## config.mk

```make
export PLATFORM = sky130hd
export DESIGN_NAME = output_neuron_trainer
export DESIGN_NICKNAME = d
export VERILOG_FILES = /design/src/rtl/output_neuron_trainer.sv
export SDC_FILE = /design/constraint.sdc
export NUM_CORES = 1
export LEC_CHECK = 0
export ABC_AREA = 1
export CORE_ASPECT_RATIO = 1.75
export CORE_MARGIN = 2
export CORE_UTILIZATION = 56
export CTS_BUF_LIST = sky130_fd_sc_hd__clkbuf_8
export DETAILED_ROUTE_END_ITERATION = 12
export MAX_ROUTING_LAYER = met4
export PLACE_DENSITY = 0.83
export SYNTH_ARGS = -nofsm -noshare
export SYNTH_HDL_FRONTEND = slang
export SYNTH_SLANG_ARGS = --single-unit
export TNS_END_PERCENT = 10
```

## constraint.sdc

```tcl
create_clock -name clk -period 4 [get_ports clk]
set_input_delay 0.8 -clock clk [delete_from_list [all_inputs] [get_ports clk]]
set_output_delay 0.8 -clock clk [all_outputs]
set_load 0.01 [all_outputs]
```

## src/rtl/output_neuron_trainer.sv

```systemverilog
// Perceptron trainer for the output neuron: holds N_IN signed weights and, on a
// misclassified sample, walks them one per cycle adding +/-LR with saturation.
module output_neuron_trainer #(
    parameter int N_IN    = 5,
    parameter int W_WIDTH = 10,
    parameter int LR      = 8,
    parameter int INIT_W  = 0
) (
    input  logic                      clk,
    input  logic                      rst_n,
    input  logic                      load_en,
    input  logic [2:0]                load_idx,
    input  logic [W_WIDTH-1:0]        load_w,
    input  logic                      start,
    input  logic [N_IN-1:0]           in_val,
    input  logic                      out_val,
    input  logic                      target,
    output logic                      busy,
    output logic                      done,
    output logic                      err_flag,
    output logic [N_IN*W_WIDTH-1:0]   weight,
    output logic [15:0]               miss_cnt
);

    typedef enum logic [1:0] {IDLE, UPDATE, DONE} state_t;

    localparam int IDX_W = (N_IN > 1) ? $clog2(N_IN) : 1;
    localparam logic signed [W_WIDTH:0]   LR_EXT = (W_WIDTH+1)'(LR);
    localparam logic signed [W_WIDTH-1:0] W_MAX  = {1'b0, {(W_WIDTH-1){1'b1}}};
    localparam logic signed [W_WIDTH-1:0] W_MIN  = {1'b1, {(W_WIDTH-1){1'b0}}};
    localparam logic signed [W_WIDTH-1:0] INIT_V = W_WIDTH'(INIT_W);

    state_t                    state_q, state_d;
    logic [IDX_W-1:0]          idx_q, idx_d;
    logic [N_IN-1:0]           s_in_q, s_in_d;
    logic                      neg_q, neg_d;
    logic                      err_flag_q, err_flag_d;
    logic [15:0]               miss_cnt_q, miss_cnt_d;
    logic signed [W_WIDTH-1:0] w_q [N_IN];
    logic signed [W_WIDTH-1:0] w_d [N_IN];

    // One extra bit of headroom; a sign/carry disagreement means the sum left the range.
    function automatic logic signed [W_WIDTH-1:0] sat_add(
        input logic signed [W_WIDTH-1:0] w,
        input logic                      neg
    );
        logic signed [W_WIDTH:0] wx;
        logic signed [W_WIDTH:0] s;
        wx = {w[W_WIDTH-1], w};
        s  = neg ? (wx - LR_EXT) : (wx + LR_EXT);
        if (s[W_WIDTH] != s[W_WIDTH-1]) begin
            return s[W_WIDTH] ? W_MIN : W_MAX;
        end
        return s[W_WIDTH-1:0];
    endfunction

    always_comb begin
        state_d    = state_q;
        idx_d      = idx_q;
        s_in_d     = s_in_q;
        neg_d      = neg_q;
        err_flag_d = err_flag_q;
        miss_cnt_d = miss_cnt_q;
        for (int i = 0; i < N_IN; i++) begin
            w_d[i] = w_q[i];
        end

        case (state_q)
            IDLE: begin
                if (load_en) begin
                    // Indices beyond N_IN-1 simply match nothing.
                    for (int i = 0; i < N_IN; i++) begin
                        if (int'(load_idx) == i) begin
                            w_d[i] = load_w;
                        end
                    end
                end else if (start) begin
                    s_in_d     = in_val;
                    err_flag_d = (target != out_val);
                    if (target == out_val) begin
                        state_d = DONE;
                    end else begin
                        // err = target - out_val is -1 exactly when out_val is 1.
                        neg_d   = out_val;
                        idx_d   = '0;
                        state_d = UPDATE;
                        if (miss_cnt_q != 16'hFFFF) begin
                            miss_cnt_d = miss_cnt_q + 16'd1;
                        end
                    end
                end
            end
            UPDATE: begin
                for (int i = 0; i < N_IN; i++) begin
                    if (int'(idx_q) == i && s_in_q[i]) begin
                        w_d[i] = sat_add(w_q[i], neg_q);
                    end
                end
                if (int'(idx_q) == N_IN - 1) begin
                    idx_d   = '0;
                    state_d = DONE;
                end else begin
                    idx_d = idx_q + IDX_W'(1);
                end
            end
            DONE: begin
                state_d = IDLE;
            end
            default: begin
                state_d = IDLE;
            end
        endcase
    end

    always_ff @(posedge clk or negedge rst_n) begin
        if (!rst_n) begin
            state_q    <= IDLE;
            idx_q      <= '0;
            s_in_q     <= '0;
            neg_q      <= 1'b0;
            err_flag_q <= 1'b0;
            miss_cnt_q <= '0;
            for (int i = 0; i < N_IN; i++) begin
                w_q[i] <= INIT_V;
            end
        end else begin
            state_q    <= state_d;
            idx_q      <= idx_d;
            s_in_q     <= s_in_d;
            neg_q      <= neg_d;
            err_flag_q <= err_flag_d;
            miss_cnt_q <= miss_cnt_d;
            for (int i = 0; i < N_IN; i++) begin
                w_q[i] <= w_d[i];
            end
        end
    end

    always_comb begin
        weight = '0;
        for (int i = 0; i < N_IN; i++) begin
            weight[i*W_WIDTH +: W_WIDTH] = w_q[i];
        end
    end

    assign busy     = (state_q != IDLE);
    assign done     = (state_q == DONE);
    assign err_flag = err_flag_q;
    assign miss_cnt = miss_cnt_q;

endmodule

```

Yosys cells after proc, flatten, opt, wreduce, memory -nomap -nowiden
Index checks and enable logic that the tools add are counted.
W data, S select, Z words.
Word-level totals
  register bits: 78
  logic and storage cells: 135
  output and inout bits: 69
Operators by class
  multiplexer cells: 57
  bitwise logic cells: 2
  reductions and logical operators: 20
  add/sub/neg operators: 12
  equal/unequal tests: 33
Operators by type and width (count)
  $mux W10: 25
  $pmux W50 S2: 1
  $add A10 B5 Y11 const B: 5
  $mux W11: 5
  $sub A10 B5 Y11 const B: 5
  $mux W50: 1
  $ne A2 B2 Y1 const B: 15
  $reduce_and A4 Y1: 7
  $eq A3 B3 Y1 const B: 6
  $add A16 B1 Y16 const B: 1
  $ne A16 B16 Y1 const B: 1
  $mux W1: 15
  $mux W3: 4
  $mux W2: 4
  $eq A3 B2 Y1 const B: 2
  $logic_not A3 Y1: 2
  $ne A1 B1 Y1: 6
  $pmux W3 S2: 1
  $reduce_and A3 Y1: 2
  $logic_and A1 B1 Y1: 5
  $reduce_and A5 Y1: 1
  $pmux W2 S2: 1
  $reduce_bool A2 Y1: 2
  $add A3 B1 Y3 const B: 1
  other kinds (5): 6

Longest topological paths before layout
Gate-level depths: netlist of the first run.
  depth after elaboration: 9
  mapped depth: 17

Worst setup path before layout of the first run
Ideal clock, no wire load.
  kind: register to register
  start point: register neg_q
  end point: register w_q (netlist bit weight[24])
  stages on the path, launching flop included: 16
  period minus slack after synthesis: 3264 ps
  required time: 3922 ps
  path slack: 736 ps
  arrival time: 3186 ps
  path through: dfrtp_1 inv_1 fa_1 inv_1 nand3_1 nand2_1 a21oi_1 o21ai_0 xor2_1 inv_1 ha_1 inv_1 or2_2 nand2_1 nand2_1 a21boi_1
Between the ends
  word-level cells in the longest chain between the ends: 8
  elaborated cells on any way between the ends: 10
  classes of those cells: eq/ne: 1; mux: 9
RTL lines
  start, declared: line 36  | logic neg_q, neg_d;
  start signal, assigned: line 130  | neg_q <= neg_d;
  $mux W11 *: line 50  | s = neg ? (wx - LR_EXT) : (wx + LR_EXT);
  $ne A1 B1 Y1: line 51  | if (s[W_WIDTH] != s[W_WIDTH-1]) begin
  $mux W1: line 51
  $mux W1: line 95  | if (int'(idx_q) == i && s_in_q[i]) begin
  $mux W1: line 68  | case (state_q)
  $mux W10 *: line 54  | return s[W_WIDTH-1:0];
  $mux W10 *: line 95
  $pmux W50 S2 *: line 68
  end signal, assigned by index: line 134  | w_q[i] <= w_d[i];
  end, declared: line 39  | logic signed [W_WIDTH-1:0] w_q [N_IN];
Every way passes the cells marked *; elsewhere a longest branch is shown, timed or not. The select of a mux whose other input is x is not followed.
A chain may end at the register's enable or synchronous reset.

Worst setup path in the final report of the first run
  start point: register neg_q
  end point: register w_q (netlist bit weight[38])
The elaborated chain is that of the path after synthesis.

==> results of run 1 <==
## kinds of logic after synthesis
| family | count (synthesis) | synth area share [%] |
|---|---|---|
| buffers and inverters | 128 | 9.14 |
| flip-flops | 78 | 34.0 |
| AND/OR/NAND/NOR | 382 | 28.0 |
| adder cells (fa/ha/maj) | 54 | 12.4 |
| AO/OA/AOI/OAI | 131 | 13.0 |
| XOR/XNOR | 21 | 3.34 |
## layer usage
metal | track usage [%] | wire length, um
met2 | 51.7 | 8010
met1 | 32.9 | 5790
met5 | - | 0
met3 | 5.34 | 845
met4 | 13.8 | 592
## per-stage QoR
stage	setup slack [ps]	cells
4_1_cts	801	1017
3_5_place_dp	850	1003
2_1_floorplan	736	794
3_3_place_gp	943	1003
5_1_grt	466	1017
6_report	774	1017
## registers in the layout (all words and copies together), names as in the netlist
name,count
err_flag,1
idx_q,3
miss_cnt,16
neg_q,1
s_in_q,5
state_q,2
weight,50
## cell type report
type / count / area share (%)
clock buffers: 9 / 1.78
clock inverters: 5 / 1.12
inverters: 117 / 6.44
multi-input cells: 588 / 46.8
flip-flops and latches: 78 / 28.1
well taps: 125 / 2.25
repair buffers: 95 / 13.5
## worst register-to-register path, delay by kind of cell (launching register included)
family,cells,cell delay (ps)
and+or+nand+nor,4,460
AOI/OAI and AO/OA,4,730
DFF,1,330
adders and majority gates,2,730
xor gates and xnor gates,1,240
buffers and inverters,5,640
## cell usage in the layout (no fill, tap or decap), types with 11 or more instances in the layout
master,n
ha_1,49
a21oi_1,48
xor2_1,15
nand2_1,221
clkdlybuf4s50_1,91
dfrtp_1,78
a31oi_1,16
nor2_1,86
o21ai_0,37
nand3_1,35
inv_1,111
a21boi_1,11
## how the worst max path moves through the flow
stage / slack (ps) / depth (start not counted) / startpoint / endpoint
2_1_floorplan: 740 / 15 / neg_q / weight[24]
3_5_place_dp: 850 / 16 / neg_q / weight[38]
5_1_grt: 470 / 16 / neg_q / weight[37]
4_1_cts: 800 / 16 / neg_q / weight[38]
3_3_place_gp: 940 / 16 / neg_q / weight[38]
6_report: 770 / 16 / neg_q / weight[38]
## cell usage after synthesis (all sizes together), types with 5 or more instances
cell type    n  area, um^2
a21boi      12        90.1
a21oi       51         267
a31oi       16         100
buf         11        76.3
dfrtp       78        1950
fa           5         100
ha          49         613
inv        115         434
nand2      226         871
nand3       39         215
nand4        6        37.5
nor2        86         323
nor3        11        66.3
o21ai       44         231
or2          9        56.3
xnor2        6        60.1
xor2        15         131
==> results.json, run 1 <==
{
  "run_status": "completed",
  "drc": 0,
  "port_buffers": 92,
  "placed_cell_area_mm2": 0.00675,
  "path_clk_slew_ps": 80,
  "synth_cell_types": 39,
  "slew_headroom_pct": 34.5,
  "routed_wl_um": 15200,
  "setup_viol": 0,
  "reg2reg_slack_ps": 770,
  "cts_buffers": 9,
  "fin_crit_sh_pct": 80.6,
  "timing.rr.start": "neg_q",
  "cts_buffer_depth": 2,
  "start_kind": "register",
  "finalNetCount": 967,
  "ff2ff_path_depth": 16,
  "first_pass_iters": 4,
  "finalMaxSlewViolations": 0,
  "fp.coreArea_mm2": 0.00991,
  "grt_pass1_vias": 5415,
  "first_iter_violations": 318,
  "fill_cells": 807,
  "postRouteAntennaNets": 0,
  "dp_hpwl_um": 11600,
  "seq_area_frac_synth_pct": 34.0,
  "whs_ps": 478,
  "place_congestion": 1.01,
  "criticalPathCategory": "register to register",
  "worst_pin_slew_ps": 982,
  "cp_max_fo": 14,
  "hold_class": "register to register",
  "grt_pass1_wl_um": 25000,
  "cp_cell_sequence": "buf_4, inv_1, fa_1, o21ai_0, nand2_1, nand2_1, a21oi_1, xor2_1, inv_1, ha_1, inv_1, nor2_1, inv_2, a21oi_1, nand3_1, a31oi_1",
  "row_count": 48,
  "die-area_mm2": 0.0111,
  "cp-end-kind": "register",
  "die_h_um": 138,
  "yosys_warnings": 0,
  "clock_sinks": 78,
  "layout_min_cycle_time_ps": 3230,
  "min_to": "err_flag",
  "synth-async-reset-ratio_pct": 100,
  "area_growth_pct": 21.3,
  "cts_resized": 0,
  "io_pins": 93,
  "grt_overflow_total": 0,
  "arrival_ps": 3510,
  "multi_input_area_mm2": 0.00326,
  "final_util_pct": 70.2,
  "critPathMaxStageDelay_ps": 450,
  "post_cts_buffers": 0,
  "syn_area_mm2": 0.00573,
  "finalHoldViolCount": 0,
  "wl_per_cell_um": 15.0,
  "register_area_mm2": 0.00195,
  "syn_area_per_cell_um2": 7.22,
  "clk_latency_ps": 360,
  "finalClockSkew_ps": 5.34,
  "drive_gt1_share_pct": 5.61,
  "cp_common_cell": "inv_1",
  "htree_num_levels": 3,
  "antenna_cells": 0,
  "grt_max_degree": 79,
  "fmax_ghz": 0.310,
  "hold_buffers": 0,
  "crit_slowest_cell": "fa_1",
  "critPathTopFamily": "adder cells",
  "worstPathRequired_ps": 4280,
  "critical_path_buf_inv_count": 5,
  "clockRootBuffer": "clkbuf_8",
  "cts_tree": "yes",
  "grt_usage_pct": 29.8,
  "ys_ff_latch": 78,
  "postSynthCellCount": 794,
  "via_count": 5556,
  "synthFlopType": "dfrtp_1",
  "fin_area_mm2": 0.00696,
  "worstHoldStart": "err_flag",
  "fp.dieW_um": 80.5,
  "worst_r2r_endpoint": "weight[38]",
  "rsz0062_at_grt": "false",
  "antenna_found_initial": 0,
  "hold_path_depth": 2,
  "syn_nets": 872,
  "cap_violations": 0,
  "synth-edff-count": 0,
  "initial_core_util_pct": 57.9,
  "viasPerCell": 5.46,
  "fin_setup_tns_ps": 0
}
Power of run 1 is not shown: default switching activity piles up to over one toggle a cycle in this logic, so the estimate is an artifact.
==> run 2: changes to the inputs <==
Settings changed: CORE_UTILIZATION 56 to 51, PLACE_DENSITY 0.83 to 0.8.
Clock period 4 ns to 2.9 ns, I/O delays scaled along.
==> run 2 against run 1 <==
Against the previous run:
- via count is 0.88% higher
- cell area is 3.8% higher
- non-clock buffer count is 17 higher
- sequential share of layout area shrank 0.96 points
- worst setup slack worse by 620 ps
- routed wire length is 2.2% higher
- clock skew is 5.1 ps higher
- worst hold slack lost 140 ps
- count of clock-buffer cells in the layout did not move
- global-route usage shrank 3.0 points
- largest cell class unchanged
- highest routed layer unchanged
==> results.json, run 2 (synthesized netlist as in run 1, its figures left out) <==
{
  "fin_setup_tns_ps": 0,
  "worst_pin_slew_ps": 1040,
  "criticalPathCategory": "register to register",
  "die-area_mm2": 0.0121,
  "io_pins": 93,
  "mostFrequentLayoutCell": "nand2_1",
  "finalHoldViolCount": 0,
  "hold_class": "input port to async pin",
  "postRouteAntennaNets": 0,
  "fin_crit_sh_pct": 94.7,
  "via_count": 5605,
  "cts_tree": "yes",
  "die_h_um": 144,
  "path_clk_slew_ps": 80,
  "routed_wl_um": 15600,
  "arrival_ps": 3030,
  "grt_pass1_vias": 5551,
  "layout_common_cells": "220 x nand2_1, 110 x inv_1, 91 x clkdlybuf4s50_1, 85 x nor2_1, 77 x dfrtp_1",
  "cp_max_fo": 6,
  "clock_sinks": 78,
  "placed_cell_area_mm2": 0.00690,
  "worstPathRequired_ps": 3180,
  "first_pass_iters": 4,
  "finalClockSkew_ps": 10.5,
  "rsz0062_at_grt": "true",
  "cts_buffer_depth": 2,
  "slew_headroom_pct": 30.4,
  "finalNetCount": 984,
  "antenna_found_initial": 0,
  "drc": 0,
  "fin_ws_ps": 153,
  "finalMaxSlewViolations": 0,
  "area_growth_pct": 25.9,
  "whs_ps": 337,
  "first_iter_violations": 322,
  "clk_latency_ps": 370,
  "initial_core_util_pct": 51.9,
  "viasPerCell": 5.37,
  "grt_usage_pct": 26.8,
  "cap_violations": 0,
  "wl_per_cell_um": 14.9,
  "port_buffers": 92,
  "start_kind": "register",
  "layout_min_cycle_time_ps": 2750,
  "drive_gt1_share_pct": 9.33,
  "place_congestion": 0.945,
  "cp-end-kind": "register",
  "grt_pass1_wl_um": 25400,
  "dp_hpwl_um": 11700,
  "clockRootBuffer": "clkbuf_8",
  "setup_viol": 0,
  "fmax_ghz": 0.364,
  "grt_overflow_total": 0,
  "grt_max_degree": 79,
  "fp.dieW_um": 84.1,
  "htree_num_levels": 3,
  "antenna_cells": 0,
  "run_status": "completed",
  "fill_cells": 988,
  "largest_register_ffs": 50,
  "row_count": 51,
  "place_ws_ps": 56.0,
  "fp.coreArea_mm2": 0.0110,
  "fin_area_mm2": 0.00722,
  "cts_buffers": 9
}
run 2: changes by cell type in the layout (fill, tap and decap cells not counted), moves of 2 or more:
cell / delta
a21oi_4: +3
nand3_1: -3
nand3_2: +3
ha_4: +4
clkinvlp_4: +2
ha_1: -4
inv_2: +2
buf_4: +16
a21oi_1: -3
o21ai_0: -2
run 2: worst paths after layout:
path	startpoint	to	slack, ps	cells past startpoint
setup / recovery	neg_q	weight[11]	150	14
min in group clk	weight[32]	weight[32]	490	1
setup reg to reg	neg_q	weight[11]	150	14
hold / removal	rst_n	weight[41]	340	1
max in group asynchronous	rst_n	neg_q	1710	1
hold reg to reg	weight[32]	weight[32]	490	1
run 2: cell type report:
class	count	area [um^2]	share of cell area (%)
Clock buffer	9	124	1.72
Clock inverter	7	66.3	0.919
Inverter	117	448	6.21
Multi-Input combinational cell	588	3380	46.8
Sequential cell	78	1960	27.1
Tap cell	132	165	2.29
Timing Repair Buffer	112	1080	15.0
run 2: layer usage:
metal | GRT usage [%] | part of all wire (%)
met4 | 14.9 | 4.0
met1 | 28.6 | 38
met5 | - | 0
met2 | 48.0 | 53
met3 | 3.31 | 4.3
run 2: critical path, stage by stage, from the launching register on:
cell and delay (ps):
dfrtp_4 440, inv_1 150, fa_1 390, inv_1 100
nand3_1 70, nand2_1 110, a21oi_1 80, o21bai_1 150
xor2_1 200, inv_1 60, ha_1 300, buf_4 160
a21oi_4 210, nor2_1 60, a31oi_1 160
run 2: stage by stage:
step	utilization [%]	instances
after floorplan	-	794
after global placement	62.5	1026
after detailed placement	62.5	1026
after CTS	64.2	1042
after global routing	65.4	1043
final	65.4	1043
run 2: repair_timing:
item,in CTS,in global routing
endpoints found under the setup margin,0,45
setup buffers,0,1
endpoints found under the hold margin,0,0
hold buffers,0,0
resized for setup,0,22
Power of run 2 is left out for the same reason.
==> run 3: changes to the inputs <==
Settings changed: PLACE_DENSITY 0.8 to 0.84.
==> run 3 against run 2 <==
Against the previous run:
- register-to-register slack got worse by 30 ps
- worst setup slack got worse by 31 ps
- die area did not move
- non-clock buffer count rose by 9
- cell area rose by 2.0%
- cell count rose by 0.77%
- count of clock-buffer cells in the layout rose by 2
- largest cell class unchanged
- highest routed layer unchanged
==> results.json, run 3 (synthesized netlist as in run 1, its figures left out) <==
{
  "run_status": "completed",
  "die-area_mm2": 0.0121,
  "hold_class": "input port to async pin",
  "routed_wl_um": 16200,
  "first_pass_iters": 5,
  "final_cells": 1051,
  "place_congestion": 0.927,
  "cp_common_cell": "nand2_1",
  "setup_viol": 0,
  "grt_pass1_wl_um": 25700,
  "drive_gt1_share_pct": 12.0,
  "viasPerCell": 5.42,
  "initial_core_util_pct": 51.9,
  "grt_pass1_vias": 5611,
  "dp_hpwl_um": 12100,
  "antenna_found_initial": 0,
  "crit_slowest_cell": "dfrtp_4",
  "ff2ff_path_depth": 15,
  "critPathMaxStageDelay_ps": 440,
  "grt_max_degree": 79,
  "port_buffers": 92,
  "io_pins": 93,
  "cp_max_fo": 6,
  "start_kind": "register",
  "cts_tree": "yes",
  "clockRootBuffer": "clkbuf_8",
  "largest_register_ffs": 50,
  "grt_usage_pct": 27.6,
  "cp_cell_sequence": "clkinvlp_4, buf_6, fa_2, inv_2, nand3_1, nand2_2, nand2_1, nand2_1, a21oi_2, xor2_1, ha_1, buf_4, a21oi_4, nor2_1, a31oi_1",
  "area_growth_pct": 28.4,
  "first_iter_violations": 282,
  "fp.coreArea_mm2": 0.0110,
  "postRouteAntennaNets": 0,
  "cts_buffers": 9,
  "grt_overflow_total": 0,
  "finalHoldViolCount": 0,
  "cp-end-kind": "register",
  "criticalPathCategory": "register to register",
  "layout_min_cycle_time_ps": 2780,
  "path_clk_slew_ps": 80,
  "antenna_cells": 0,
  "layout_common_cells": "217 x nand2_1, 104 x inv_1, 91 x clkdlybuf4s50_1, 84 x nor2_1, 77 x dfrtp_1",
  "mostFrequentLayoutCell": "nand2_1",
  "clk_latency_ps": 370,
  "worst_pin_slew_ps": 621,
  "clock_sinks": 78,
  "fmax_ghz": 0.360,
  "finalClockSkew_ps": 11.6,
  "finalNetCount": 993,
  "final_util_pct": 66.7,
  "row_count": 51,
  "fp.dieW_um": 84.1,
  "cap_violations": 0,
  "wl_per_cell_um": 15.4,
  "placed_cells": 1032,
  "cts_buffer_depth": 2,
  "slew_headroom_pct": 58.4,
  "arrival_ps": 3070,
  "htree_num_levels": 3,
  "worstPathRequired_ps": 3190,
  "drc": 0,
  "die_h_um": 144,
  "finalMaxSlewViolations": 0,
  "fin_crit_sh_pct": 95.8,
  "rsz0062_at_grt": "true",
  "via_count": 5700
}
run 3: changes by cell type in the layout (fill, tap and decap cells not counted), moves of 5 or more:
| cell | delta |
|---|---|
| buf_4 | +6 |
| fa_1 | -5 |
| fa_2 | +5 |
| inv_1 | -6 |
run 3: area by class of cell:
| class | count | area (um^2) |
|---|---|---|
| Fill cell | 943 | 3680 |
| Inverter | 117 | 454 |
| Tap cell | 132 | 165 |
| Clock buffer | 11 | 151 |
| Sequential cell | 78 | 1960 |
| Multi-Input combinational cell | 588 | 3420 |
| Timing Repair Buffer | 121 | 1170 |
| Clock inverter | 4 | 47.5 |
run 3: path summary, 6_finish.rpt:
path | to | from | slack [ps]
worst min-delay path | weight[31] | rst_n | 220
max in group asynchronous | weight[28] | rst_n | 2320
worst min register to register | weight[31] | weight[31] | 480
worst max-delay path | weight[1] | neg_q | 120
worst max register to register | weight[1] | neg_q | 120
min in group clk | weight[31] | weight[31] | 480
run 3: routing by layer:
| layer | wire length [um] | track usage [%] | vias up |
|---|---|---|---|
| met1 | 6130 | 27.9 | 2683 |
| met2 | 8810 | 51.3 | 182 |
| li1 | - | - | 2785 |
| met5 | 0 | - | - |
| met4 | 635 | 14.3 | 0 |
| met3 | 621 | 3.65 | 50 |
run 3: metrics by stage:
stage	instance area (um^2)	TNS, ps	hold slack, ps	setup slack (ps)
after CTS	7160	0	246	23.6
after detailed placement	6960	0	464	46.7
after global placement	6960	0	464	106
after global routing	7360	-462	255	-65.8
after floorplan	5740	0	284	35.2
final	7360	0	221	123
run 3: worst max-delay path, delay by kind of cell, from the launching register on:
kind	cells	cell delay (ps)
AO/OA/AOI/OAI	3	450
buffers and inverters	4	620
adder cells (fa/ha/maj)	2	650
flip-flops	1	440
AND/OR/NAND/NOR	5	370
XOR/XNOR	1	170
run 3: repair_timing:
item / CTS / global route
endpoints found under the hold margin: 0 / 0
gates resized for setup: 0 / 48
endpoints found under the setup margin: 0 / 44
hold buffers: 0 / 0
buffers inserted: 0 / 4
Power of run 3 is left out for the same reason.
